===== src/rtl/seg7_count_monitor.sv =====
// ---------------------------------------------------------------------------
// seg7_count_monitor
//
// Receiving end of a 7-segment display link. Registers the segment lines,
// waits until a pattern has been held for STABLE_CYCLES samples, decodes it
// back to a hex digit and classifies each digit change against the previous
// accepted digit as an up-step, a down-step or a skip. Up/down steps are
// counted in saturating counters. Illegal patterns and skips raise a sticky
// fault.
//
// Ports:
//   clk          system clock, rising edge
//   reset        asynchronous, active-low reset
//   a..g         segment lines, active-high
//   digit        last accepted valid digit
//   digit_valid  1 while digit reflects the currently accepted pattern
//   step_up      1-cycle pulse, accepted digit = previous + 1 (mod MODULUS)
//   step_down    1-cycle pulse, accepted digit = previous - 1 (mod MODULUS)
//   skip_err     1-cycle pulse, accepted digit neither up nor down
//   bad_pattern  1-cycle pulse, stable pattern is not a legal digit
//   fault        sticky, set on skip_err or bad_pattern, cleared by reset
//   up_cnt       saturating count of step_up pulses
//   down_cnt     saturating count of step_down pulses
//
// FSM states:
//   state    | meaning
//   ---------+-----------------------------------------------------------
//   ST_WAIT  | no reference digit; next legal accept only loads digit
//   ST_TRACK | digit holds a reference; accepts are classified as steps
// ---------------------------------------------------------------------------
module seg7_count_monitor #(
    parameter int MODULUS       = 4,
    parameter int STABLE_CYCLES = 2,
    parameter int CNT_W         = 8
) (
    input  logic             clk,
    input  logic             reset,
    input  logic             a,
    input  logic             b,
    input  logic             c,
    input  logic             d,
    input  logic             e,
    input  logic             f,
    input  logic             g,
    output logic [3:0]       digit,
    output logic             digit_valid,
    output logic             step_up,
    output logic             step_down,
    output logic             skip_err,
    output logic             bad_pattern,
    output logic             fault,
    output logic [CNT_W-1:0] up_cnt,
    output logic [CNT_W-1:0] down_cnt
);

    typedef enum logic {
        ST_WAIT  = 1'b0,
        ST_TRACK = 1'b1
    } state_t;

    localparam logic [3:0] STABLE_N  = 4'(STABLE_CYCLES);
    localparam logic [3:0] MAX_DIGIT = 4'(MODULUS - 1);

    // Returns {known, value}; known=0 for patterns outside the hex font.
    function automatic logic [4:0] decode(input logic [6:0] s);
        case (s)
            7'b1111110: return {1'b1, 4'h0};
            7'b0110000: return {1'b1, 4'h1};
            7'b1101101: return {1'b1, 4'h2};
            7'b1111001: return {1'b1, 4'h3};
            7'b0110011: return {1'b1, 4'h4};
            7'b1011011: return {1'b1, 4'h5};
            7'b1011111: return {1'b1, 4'h6};
            7'b1110000: return {1'b1, 4'h7};
            7'b1111111: return {1'b1, 4'h8};
            7'b1111011: return {1'b1, 4'h9};
            7'b1110111: return {1'b1, 4'hA};
            7'b0011111: return {1'b1, 4'hB};
            7'b1001110: return {1'b1, 4'hC};
            7'b0111101: return {1'b1, 4'hD};
            7'b1001111: return {1'b1, 4'hE};
            7'b1000111: return {1'b1, 4'hF};
            default:    return 5'b0_0000;
        endcase
    endfunction

    // -----------------------------------------------------------------------
    // Input sampling and stability filter
    // -----------------------------------------------------------------------
    logic [6:0] seg_in;
    logic [6:0] seg_q;
    logic [3:0] stab_cnt;

    assign seg_in = {a, b, c, d, e, f, g};

    always_ff @(posedge clk or negedge reset) begin
        if (!reset) begin
            seg_q    <= 7'b0;
            stab_cnt <= 4'd0;
        end else begin
            seg_q <= seg_in;
            if (seg_in != seg_q) begin
                stab_cnt <= 4'd1;
            end else if (stab_cnt != STABLE_N) begin
                stab_cnt <= stab_cnt + 4'd1;
            end
        end
    end

    // -----------------------------------------------------------------------
    // Acceptance
    // The last accepted pattern is remembered even when it was illegal, so a
    // held bad pattern reports once and a short glitch that returns to the
    // accepted pattern is not re-accepted.
    // -----------------------------------------------------------------------
    logic [6:0] acc_pat;
    logic       acc_have;
    logic       stable;
    logic       accept;
    logic [4:0] dec;
    logic [3:0] dec_val;
    logic       dec_legal;

    assign stable    = (stab_cnt == STABLE_N);
    assign accept    = stable && (!acc_have || (seg_q != acc_pat));
    assign dec       = decode(seg_q);
    assign dec_val   = dec[3:0];
    assign dec_legal = dec[4] && (dec_val <= MAX_DIGIT);

    // -----------------------------------------------------------------------
    // Classification FSM
    // -----------------------------------------------------------------------
    state_t           state, state_d;
    logic [3:0]       digit_d;
    logic             valid_d;
    logic             up_d, down_d, skip_d, bad_d;
    logic             fault_d;
    logic [CNT_W-1:0] up_cnt_d, down_cnt_d;
    logic [6:0]       acc_pat_d;
    logic             acc_have_d;
    logic [3:0]       up_val, dn_val;

    assign up_val = (digit == MAX_DIGIT) ? 4'd0 : digit + 4'd1;
    assign dn_val = (digit == 4'd0) ? MAX_DIGIT : digit - 4'd1;

    always_comb begin
        state_d    = state;
        digit_d    = digit;
        valid_d    = digit_valid;
        up_d       = 1'b0;
        down_d     = 1'b0;
        skip_d     = 1'b0;
        bad_d      = 1'b0;
        fault_d    = fault;
        up_cnt_d   = up_cnt;
        down_cnt_d = down_cnt;
        acc_pat_d  = acc_pat;
        acc_have_d = acc_have;

        if (accept) begin
            acc_pat_d  = seg_q;
            acc_have_d = 1'b1;
            case (state)
                ST_WAIT: begin
                    if (dec_legal) begin
                        digit_d = dec_val;
                        valid_d = 1'b1;
                        state_d = ST_TRACK;
                    end else begin
                        bad_d   = 1'b1;
                        fault_d = 1'b1;
                    end
                end
                ST_TRACK: begin
                    if (dec_legal) begin
                        digit_d = dec_val;
                        // Up checked first: with MODULUS=2 both match.
                        if (dec_val == up_val) begin
                            up_d = 1'b1;
                            if (up_cnt != '1) up_cnt_d = up_cnt + CNT_W'(1);
                        end else if (dec_val == dn_val) begin
                            down_d = 1'b1;
                            if (down_cnt != '1) down_cnt_d = down_cnt + CNT_W'(1);
                        end else begin
                            skip_d  = 1'b1;
                            fault_d = 1'b1;
                        end
                    end else begin
                        bad_d   = 1'b1;
                        fault_d = 1'b1;
                        valid_d = 1'b0;
                        state_d = ST_WAIT;
                    end
                end
                default: state_d = ST_WAIT;
            endcase
        end
    end

    always_ff @(posedge clk or negedge reset) begin
        if (!reset) begin
            state       <= ST_WAIT;
            digit       <= 4'd0;
            digit_valid <= 1'b0;
            step_up     <= 1'b0;
            step_down   <= 1'b0;
            skip_err    <= 1'b0;
            bad_pattern <= 1'b0;
            fault       <= 1'b0;
            up_cnt      <= '0;
            down_cnt    <= '0;
            acc_pat     <= 7'b0;
            acc_have    <= 1'b0;
        end else begin
            state       <= state_d;
            digit       <= digit_d;
            digit_valid <= valid_d;
            step_up     <= up_d;
            step_down   <= down_d;
            skip_err    <= skip_d;
            bad_pattern <= bad_d;
            fault       <= fault_d;
            up_cnt      <= up_cnt_d;
            down_cnt    <= down_cnt_d;
            acc_pat     <= acc_pat_d;
            acc_have    <= acc_have_d;
        end
    end

endmodule


===== config.mk =====
export PLATFORM = sky130hd
export DESIGN_NAME = seg7_count_monitor
export DESIGN_NICKNAME = d
export VERILOG_FILES = /design/src/rtl/seg7_count_monitor.sv
export SDC_FILE = /design/constraint.sdc
export NUM_CORES = 1
export LEC_CHECK = 0
export CORE_UTILIZATION = 45
export DETAILED_ROUTE_END_ITERATION = 12
export GPL_TIMING_DRIVEN = 1
export PLACE_DENSITY = 0.66
export REMOVE_ABC_BUFFERS = 1
export SYNTH_ARGS = -nofsm -noshare
export SYNTH_HDL_FRONTEND = slang
export SYNTH_SLANG_ARGS = --single-unit

===== constraint.sdc =====
create_clock -name clk -period 5.65 [get_ports clk]
set_clock_uncertainty 0.2 [all_clocks]
set_input_delay 0.8475 -clock clk [delete_from_list [all_inputs] [get_ports clk]]
set_output_delay 0.8475 -clock clk [all_outputs]
set_load 0.02 [all_outputs]

==> summary.txt <==
Status
  – Status: finished clean

Synthesis
  – Seq/Total Area, Yosys: 0.429
  – Largest family of logic cells by synthesized area: simple AND/OR/NAND/NOR gates
  – Synthesis-stage register bit count: 46
  – Mux cell area share after synthesis: 0.0568
  – Main synth FF type: dfrtp_1
  – Compound-Gate Fraction of Synth Area: 0.0815
  – Synth warn: 0
  – Async SR Flop Fraction: 1.00
  – Post-synth EDFFs: 0
  – Top-count cell post-synth: dfrtp_1
  – Most area-consuming cells after synthesis: dfrtp_1, xor2_1, xnor2_1
  – Cell taking the most area after synthesis: dfrtp_1
  – Mapped Area: 2690 µm²
  – Yosys cell types: 52
  – Top cells by count, synth: dfrtp_1, xor2_1, xnor2_1
  – Synth Area in Simple Gates: 0.236
  – Synthesized area per cell: 10.2 µm²
  – Synth Area in XOR/XNOR: 0.121
  – Mapped Cells: 262
  – Adder-cell share of the synthesized area: 0.0373
  – Synth top area share: 0.429

Clocking
  – PostCTS Resize Cnt: 0
  – CTS tree: done
  – Clock-pin slew of the registers on the worst-case setup and hold paths: 0.08 ns
  – Cts hold-fix bufs: 0
  – Clock Latency Late Sink: 0.30 ns
  – Number of CTS-inserted buffers: 5
  – Clock Sinks: 46
  – Max H-tree Level: 2
  – Post-CTS setup buffers: 0
  – Bufs on Longest Clock Path: 2
  – Clk root buf: clkbuf_8

GRT
  – First-pass GRT wire length: 8330 µm
  – Number of global-route vias before repair: 1,842
  – Largest net degree at the start of global routing: 47
  – Number of antenna violations at the first check in global routing: 0
  – GRT overflow: 0
  – GRT Total Usage: 0.171

Placed design
  – Dpl hpwl: 3420 µm
  – Global placement routability congestion: 0.835
  – PortBufs: 34
  – Dpl ws: 2.28 ns

STA
  – Worst Max-Slew Pin Slew: 0.988 ns
  – Fin worst setup slack: 2.29 ns
  – Fin crit share: 0.595
  – Hold Violations, Final: 0
  – Max Fclk: 0.297 GHz
  – Setup tns final: 0 ns
  – Slew headroom: 0.342
  – Slew Viols, Final: 0
  – Final min period: 3.36 ns
  – RSZ-0062 raised after global routing: false
  – Count of final setup violators: 0

Setup path
  – Reg-to-Reg End: up_cnt[1]
  – Worst setup EP type: register
  – WP data required: 5.63 ns
  – WS Path Type: reg2reg
  – CP Launch Type: register
  – Worst R2R Setup Slack: 2.29 ns
  – Worst Path Max Fanout: 21
  – Worst R2R Path Depth: 7
  – Critical path data arrival time: 3.34 ns
  – R2r startpoint: seg_q[3]

Routing
  – Routed Antenna Nets: 0
  – DRC viols: 0
  – Violation count after the first detailed-route iteration: 46
  – Vias: 1,972
  – Via/cell ratio: 5.43
  – Routed len/inst: 13.3 µm
  – Total wire length: 4840 µm
  – DRT Pass-1 Iters: 4

Floorplan
  – Initial core utilization: 0.476
  – Die Footprint: 6280 µm²
  – Chip Width: 79.2 µm
  – Core Footprint: 5640 µm²
  – IO Count: 35
  – Die Span Y: 79.2 µm
  – Rows: 27

Pwr
  – Worst IR Drop VDD: 0.125 mV
  – Leakage Power: 1.41 nW
  – PwrDens: 199 nW/µm²

Worst hold path
  – Hold WC Path Type: reg2reg
  – WHS Path Cells: 1
  – Hold EP: acc_have
  – Hold Path Origin: acc_have

Run
  – Max_cap viols: 0

Layout
  – ANT cells: 0
  – Layout area overhead: 17.7%
  – Share of cells above drive strength 1: 0.0962
  – Fill cell count: 523
  – Nets: 308
-- routing by layer --
metal / up-vias / track usage / share of wire
met3: 10 / 0.0356 / 0.030
met4: 0 / 0.0691 / 0.019
met2: 40 / 0.270 / 0.46
met1: 926 / 0.227 / 0.49
met5: - / 0 / 0
li1: 996 / - / -
-- critical path: stages, from the launching register on --
cell,delay (ns)
dfrtp_1,0.73
and3_1,0.28
nor2_1,0.08
o32ai_4,0.32
or3b_4,0.44
or4b_1,0.68
nor2_2,0.18
mux2_1,0.33
-- metrics by stage --
step	instance area, µm²	instances	hold slack [ns]	util	power [mW]
5_1_grt	3160	363	0.303	0.560	0.661
2_1_floorplan	2610	248	0.239	-	0.372
3_3_place_gp	3050	356	0.266	0.540	0.391
3_5_place_dp	3050	356	0.266	0.540	0.392
6_report	3160	363	0.280	0.560	0.630
4_1_cts	3160	363	0.288	0.560	0.643
-- cells in the final DEF, fill, tap and decap left out, drive strengths merged, types with 4 or more instances in the layout --
master / count
nor4: 6
inv: 7
and3: 5
clkbuf: 6
nand3: 10
dfrtp: 46
a21oi: 6
clkdlybuf4s50: 33
mux2i: 4
xnor2: 17
xor2: 20
nor2b: 8
o21ai: 8
or2: 4
ha: 8
nor2: 14
nand2: 15
nand4: 10
mux2: 10
nor3: 12
-- worst max-delay path by stage --
stage / cells after the start / slack, ns / to / startpoint
6_report: 7 / 2.29 / up_cnt[1] / seg_q[3]
5_1_grt: 7 / 2.10 / up_cnt[1] / seg_q[3]
4_1_cts: 7 / 2.27 / up_cnt[1] / seg_q[3]
3_5_place_dp: 7 / 2.28 / up_cnt[1] / seg_q[3]
3_3_place_gp: 7 / 2.37 / up_cnt[1] / seg_q[3]
2_1_floorplan: 8 / 1.65 / up_cnt[1] / stab_cnt[0]
-- kinds of logic (layout without fill, tap and decap cells) --
| kind of cell | after synthesis | count (layout) |
|---|---|---|
| xor gates and xnor gates | 37 | 37 |
| and+or+nand+nor | 107 | 107 |
| AOI/OAI and AO/OA | 29 | 29 |
| buffers and inverters | 21 | 50 |
| adders and majority gates | 8 | 8 |
| DFF | 46 | 46 |
| muxes | 14 | 14 |
-- where the power goes --
group,leakage (nW),total [mW],switching (mW),internal [mW]
clock network,0.0573,0.245,0.104,0.141
logic,0.735,0.0401,0.0208,0.0192
registers,0.621,0.345,0.0129,0.332
total,1.41,0.630,0.138,0.493
-- state kept, by name, indices dropped and copies added, names as in the netlist, 4 cells and up --
name,flops
down_cnt,8
stab_cnt,4
seg_q,7
up_cnt,8
digit,4
acc_pat,7
-- layout make-up --
type,instances,area [µm²],share of cell area
repair buffers,36,350,0.111
clock buffers,6,82.6,0.0261
multi-input cells,195,1430,0.452
inverters,7,26.3,0.00831
clock inverters,1,30.0,0.00950
well taps,72,90.1,0.0285
flip-flops and latches,46,1150,0.364
Note: power is estimated with default switching activity, not from simulation.
